===== config.mk =====
export PLATFORM = sky130hd
export DESIGN_NAME = seg_scan_mux
export DESIGN_NICKNAME = d
export VERILOG_FILES = /design/src/rtl/seg_scan_mux.sv
export SDC_FILE = /design/constraint.sdc
export NUM_CORES = 1
export LEC_CHECK = 0
export ABC_AREA = 1
export CAP_MARGIN = 20
export CORE_ASPECT_RATIO = 1.1
export CORE_UTILIZATION = 50
export CTS_BUF_LIST = sky130_fd_sc_hd__clkbuf_4 sky130_fd_sc_hd__clkbuf_8
export CTS_CLUSTER_SIZE = 28
export DETAILED_ROUTE_END_ITERATION = 8
export PLACE_DENSITY_LB_ADDON = 0.08
export RECOVER_POWER = 25
export REMOVE_ABC_BUFFERS = 1
export SLEW_MARGIN = 15
export SYNTH_ARGS = -nofsm -noshare
export SYNTH_HDL_FRONTEND = slang
export SYNTH_SLANG_ARGS = --single-unit

===== constraint.sdc =====
create_clock -name clk -period 2 [get_ports clk]
set_clock_uncertainty 0.2 [all_clocks]
set_input_delay 0.4 -clock clk [delete_from_list [all_inputs] [get_ports clk]]
set_output_delay 0.4 -clock clk [all_outputs]
set_load 0.05 [all_outputs]

===== src/rtl/seg_scan_mux.sv =====
// rtl/seg_scan_mux.sv - 4-digit common-anode 7-segment scanner with prescaler, LZ blanking and guard.
// nibble/an are registered from pre-edge state, so they trail digit_idx by one clock.
module seg_scan_mux #(
    parameter int CLK_DIV = 50000,
    parameter int CNT_W   = 16,
    parameter int GUARD   = 1
) (
    input  logic        clk,
    input  logic        rst,
    input  logic        load,
    input  logic [15:0] data_in,
    input  logic [3:0]  digit_en,
    input  logic        lz_blank,
    output logic [3:0]  nibble,
    output logic [3:0]  an,
    output logic [1:0]  digit_idx,
    output logic        tick
);

    logic [CNT_W-1:0] cnt_q, cnt_d;
    logic [1:0]       idx_q, idx_d;
    logic [15:0]      disp_q, disp_d;
    logic [3:0]       nibble_q, nibble_d;
    logic [3:0]       an_q, an_d;
    logic             tick_q, tick_d;

    logic             slot_end;
    logic             in_guard;
    logic [3:0]       upper_zero;
    logic             dark;

    assign slot_end = (cnt_q == CNT_W'(CLK_DIV - 1));

    // The first presentation of a slot follows the edge where cnt is still 0..GUARD-1.
    if (GUARD > 0) begin : g_guard
        assign in_guard = (cnt_q < CNT_W'(GUARD));
    end else begin : g_no_guard
        assign in_guard = 1'b0;
    end

    // Bit k set when digits k..3 are all zero; digit0 is never blanked.
    assign upper_zero = {disp_q[15:12] == 4'h0,
                         disp_q[15:8]  == 8'h00,
                         disp_q[15:4]  == 12'h000,
                         1'b0};

    always_comb begin
        cnt_d    = slot_end ? '0 : cnt_q + 1'b1;
        idx_d    = slot_end ? idx_q + 2'd1 : idx_q;
        tick_d   = slot_end;
        disp_d   = load ? data_in : disp_q;
        dark     = ~digit_en[idx_q] | (lz_blank & upper_zero[idx_q]) | in_guard;
        nibble_d = disp_q[{idx_q, 2'b00} +: 4];
        an_d     = dark ? 4'b1111 : ~(4'b0001 << idx_q);
    end

    always_ff @(posedge clk) begin
        if (rst) begin
            cnt_q    <= '0;
            idx_q    <= 2'd0;
            disp_q   <= 16'h0000;
            nibble_q <= 4'h0;
            an_q     <= 4'b1111;
            tick_q   <= 1'b0;
        end else begin
            cnt_q    <= cnt_d;
            idx_q    <= idx_d;
            disp_q   <= disp_d;
            nibble_q <= nibble_d;
            an_q     <= an_d;
            tick_q   <= tick_d;
        end
    end

    assign nibble    = nibble_q;
    assign an        = an_q;
    assign digit_idx = idx_q;
    assign tick      = tick_q;

endmodule


==> reports/metrics.cfg, run 1 <==
[timing]
max_freq_mhz=564
hold_ws_ps=268
setup_viol=0
max-slew-margin-rel=0.585
period_needed_ps=1770
tns_ps=0
report.final.slew_viol_count=0
finalCritPeriodShare=0.886
final_hold_viol_count=0
tightest_slew_ps=621
rsz0062_at_grt=no

[synth]
synth.ff_latch_count=43
synthCells=262
synth_warnings=0
seq_area_frac_synth=0.449
synth.largest_area_cell=dfxtp_1
synth.most_common_cell=nor2_1
ys_types=22
async_reset_ff_frac=0
synthTopCellsByCount=nor2_1 (44), dfxtp_1 (43), nand2_1 (38)
synth_area_sq_um=1920
synth_edf_count=0
synthTopCellsByArea=dfxtp_1 (45%), nor2_1 (8.6%), a21oi_1 (7.6%)
yosys.area.top_type_share=0.449
synth.avg_cell_area_sq_um=7.32
ys.flop_type=dfxtp_1

[floorplan]
die_x_um=61.0
num_rows=23
initial_utilization=0.524
dieArea_sq_um=4090
die_h_um=66.9
num_io_pins=35
core_area_sq_um=3650

[outcome]
outcome=complete, no violations

[layout]
ff_latch_area_sq_um=861
nFillCells=366
multiInputGateArea_sq_um=920
nets=333
drive_gt1_frac=0.0888
n_antenna_cell=0
fin_area_sq_um=2380
syn_to_final_growth_pct=24.3

[clock_tree]
clk_latency_ps=290
cts_tree=done
clkSlewWorstSetupHoldPaths_ps=80
cts_root_buffer=clkbuf_8
htree_levels=2
cts_hold_buf=0
cts.sinks=43
cts_buffers=5
cts_resized=0
cts_setup_buffers=0
clock_path_buffers=2

[placed_design]
io_buffers=34
gp_congestion=0.864
dpl_cell_area_sq_um=2330
dp_hpwl_um=2990

[critical_path]
cp.required_ps=2030
r2r_end=an[2]
r2r_start=digit_idx[0]
path_max_fanout=13
path_class=reg2reg
rrSetupSlack_ps=230
ff2ff_path_depth=5
cp.arrival_ps=1810
cp-start-kind=flip-flop
critPathCaptureType=flip-flop
cp-startpoint=digit_idx[0]

[worst_hold_path]
min_path_cells=1
min_path_type=reg2reg
hold_path_end=cnt_q[0]
hold_start=cnt_q[0]

[global_routing]
antenna_found_initial=0
grt_pass1_wl_um=6430
grt_max_degree=27
grt_pass1_vias=1603
gr-usage-all-layers=0.217
grt_overflow=0

[detailed_routing]
first_pass_iters=4
num_vias=1761
avgViaCountPerCell=4.97
drt_iter0_markers=70
wl_per_cell_um=11.0
drtAntennaViolNets=0
wl_um=3880
drc=0

[pwr]
max-vdd-ir-drop_mv=0.528
p_leak_nw=0.881
p_per_area_nw_per_um2=677

[job]
maxCapViolations=0

[metrics by stage]
| step | total power [W] | cells | util | setup WS [ps] |
|---|---|---|---|---|
| finish | 0.00161 | 354 | 0.652 | 228 |
| global route | 0.00169 | 354 | 0.652 | 78.6 |
| CTS | 0.00164 | 354 | 0.662 | 262 |
| detailed placement | 0.00108 | 346 | 0.638 | 75.7 |
| global placement | 0.00108 | 346 | 0.638 | 127 |
| floorplan | 0.00100 | 256 | - | 208 |
[state kept, by name, indices dropped and copies added, names as in the netlist]
name / cells
an: 4
cnt_q: 16
digit_idx: 2
disp_q: 16
nibble: 4
tick: 1
[critical path: stages, from the launching register on]
cell	delay, ps
dfxtp_1	620
clkbuf_1	270
nand2_1	110
o21ai_0	190
nand3_1	190
nand3_1	130
[power breakdown]
group / total, W / internal [W] / switching [W]
combinational: 0.000156 / 0.0000734 / 0.0000826
clock: 0.000555 / 0.000272 / 0.000282
sequential: 0.000902 / 0.000888 / 0.0000136
[layer usage]
layer  up-vias  track usage  wire length, um
li1        932            -                -
met1       786        0.206             1590
met2        35        0.406             2090
met3         8       0.0660              121
met4         0        0.108               86
met5         -            0                0
[area by class of cell]
| type | instances | share of cell area |
|---|---|---|
| sequential | 43 | 0.361 |
| clock buffer | 7 | 0.0352 |
| clock inverter | 1 | 0.00210 |
| multi-input combinational | 185 | 0.386 |
| inverter | 28 | 0.0441 |
| timing repair buffer | 40 | 0.145 |
| tap | 50 | 0.0263 |
[cell usage in the layout (no fill, tap or decap)]
cell type	n
a21oi_1	29
buf_12	2
buf_4	5
clkbuf_1	10
clkbuf_4	2
clkbuf_8	5
clkdlybuf4s50_1	22
clkinv_2	1
dfxtp_1	43
dlygate4sd3_1	1
ha_1	6
inv_1	22
inv_2	6
nand2_1	38
nand2_2	2
nand2_4	1
nand3_1	23
nand4_1	5
nor2_1	44
nor2_2	2
nor2_4	1
nor3_1	1
o211ai_1	1
o21ai_0	25
o21bai_1	1
xnor2_1	4
xor2_1	2
[worst max path at each step]
stage | endpoint | cells past startpoint | slack [ps]
after floorplan | digit_idx[1] | 4 | 210
after global placement | an[3] | 5 | 130
after detailed placement | an[2] | 5 | 80
after CTS | digit_idx[0] | 1 | 260
after global routing | an[2] | 5 | 80
final | an[2] | 5 | 230
[cell families after synthesis]
family,count (synthesis),synth area share
DFF,43,0.449
AOI/OAI and AO/OA,56,0.149
buffers and inverters,34,0.0711
adders and majority gates,6,0.0392
and+or+nand+nor,117,0.264
xor gates and xnor gates,6,0.0274
(Power assumes the default switching activity.)
==> run 2: changes to the inputs <==
--- a/config.mk
+++ b/config.mk
@@ -12,6 +12,7 @@
 export CTS_BUF_LIST = sky130_fd_sc_hd__clkbuf_4 sky130_fd_sc_hd__clkbuf_8
 export CTS_CLUSTER_SIZE = 28
 export DETAILED_ROUTE_END_ITERATION = 8
+export GPL_TIMING_DRIVEN = 0
 export PLACE_DENSITY_LB_ADDON = 0.08
 export RECOVER_POWER = 25
 export REMOVE_ABC_BUFFERS = 1
==> reports/metrics.cfg, run 2 (synthesis results as in run 1) <==
[outcome]
outcome=complete, no violations

[critical_path]
cp-startpoint=rst
r2r_start=cnt_q[0]
rrSetupSlack_ps=270
ff2ff_path_depth=8
cp.arrival_ps=1840
cp-start-kind=input pin
crit_chain=clkdlybuf4s50_1, clkinvlp_4, nand2_4, nor2_1
path_class=in2reg
r2r_end=cnt_q[9]
path_max_fanout=20
critPathCaptureType=flip-flop
cpPeakStageDelay_ps=670
cp.required_ps=1970
worstSetupEndpoint=cnt_q[9]
cpMaxStageDelayCell=clkdlybuf4s50_1

[floorplan]
num_io_pins=35
dieArea_sq_um=4090
initial_utilization=0.524
die_h_um=66.9
die_x_um=61.0
num_rows=23
core_area_sq_um=3650

[detailed_routing]
drc=0
avgViaCountPerCell=4.97
wl_per_cell_um=11.1
drtAntennaViolNets=0
drt_iter0_markers=92
wl_um=3860
num_vias=1721
first_pass_iters=4

[clock_tree]
cts_hold_buf=0
cts_resized=12
clk_latency_ps=290
cts_buffers=5
cts_tree=done
cts_setup_buffers=0
cts.sinks=43
clkSlewWorstSetupHoldPaths_ps=70
htree_levels=2
clock_path_buffers=2
cts_root_buffer=clkbuf_8

[layout]
drive_gt1_frac=0.0709
utilization=0.639
syn_to_final_growth_pct=21.8
nFillCells=359
nets=327
top_regs=cnt_q x16, disp_q x16
mostFrequentLayoutCells=nor2_1 (44), dfxtp_1 (42), nand2_1 (38)
layout_commonest_cell=nor2_1
n_antenna_cell=0
fin_area_sq_um=2330

[pwr]
p_leak_nw=0.850
p_per_area_nw_per_um2=672
p_total_w=0.00157
max-vdd-ir-drop_mv=0.382

[timing]
tightest_slew_ps=638
rsz0062_at_grt=no
finalCritPeriodShare=0.934
setup_viol=0
report.final.slew_viol_count=0
max-slew-margin-rel=0.574
max_freq_mhz=535
final_hold_viol_count=0
period_needed_ps=1870

[global_routing]
grt_pass1_vias=1572
gr-usage-all-layers=0.213
grt_max_degree=27
antenna_found_initial=0
grt_pass1_wl_um=6290
grt_overflow=0

[placed_design]
dp_hpwl_um=2910
gp_congestion=0.845
io_buffers=34
dpl_cell_area_sq_um=2290

[job]
maxCapViolations=0

[worst_hold_path]
min_path_type=reg2reg
min_path_cells=2

[run 2: layer usage]
layer | up-vias | GRT usage | part of all wire
met5 | - | 0 | 0
met4 | 0 | 0.108 | 0.023
met3 | 9 | 0.0583 | 0.025
met2 | 32 | 0.405 | 0.54
met1 | 761 | 0.199 | 0.41
li1 | 919 | - | -
[run 2: stage by stage]
stage | cells | worst slack (ps) | setup TNS (ps) | hold slack [ps]
after floorplan | 256 | 208 | 0 | 230
after global placement | 340 | -293 | -2240 | 242
after detailed placement | 340 | -333 | -2970 | 266
after CTS | 346 | 1.14 | 0 | 277
after global routing | 346 | 19.0 | 0 | 291
final | 346 | 132 | 0 | 271
[run 2: layout make-up]
| type | instances | area [sq um] | area share |
|---|---|---|---|
| tap | 50 | 62.6 | 0.0268 |
| sequential | 43 | 862 | 0.369 |
| clock buffer | 6 | 76.3 | 0.0327 |
| multi-input combinational | 185 | 920 | 0.394 |
| inverter | 28 | 109 | 0.0466 |
| timing repair buffer | 34 | 305 | 0.131 |
[run 2: worst min path at each step]
stage / from / to
5_1_grt: disp_q[6] / disp_q[6]
3_3_place_gp: cnt_q[0] / cnt_q[0]
3_5_place_dp: disp_q[6] / disp_q[6]
2_1_floorplan: cnt_q[0] / cnt_q[0]
4_1_cts: disp_q[6] / disp_q[6]
6_report: disp_q[6] / disp_q[6]
[run 2: report_power, final]
| group | switching [W] | internal, W | total [W] | leakage [nW] |
|---|---|---|---|---|
| clock | 0.000267 | 0.000246 | 0.000513 | 0.0406 |
| sequential | 0.0000140 | 0.000888 | 0.000902 | 0.353 |
| combinational | 0.0000824 | 0.0000713 | 0.000154 | 0.457 |
[run 2: worst max-delay path, delay by kind of cell]
kind,cells,cell delay (ps)
and+or+nand+nor,2,360
buffers and inverters,2,1060
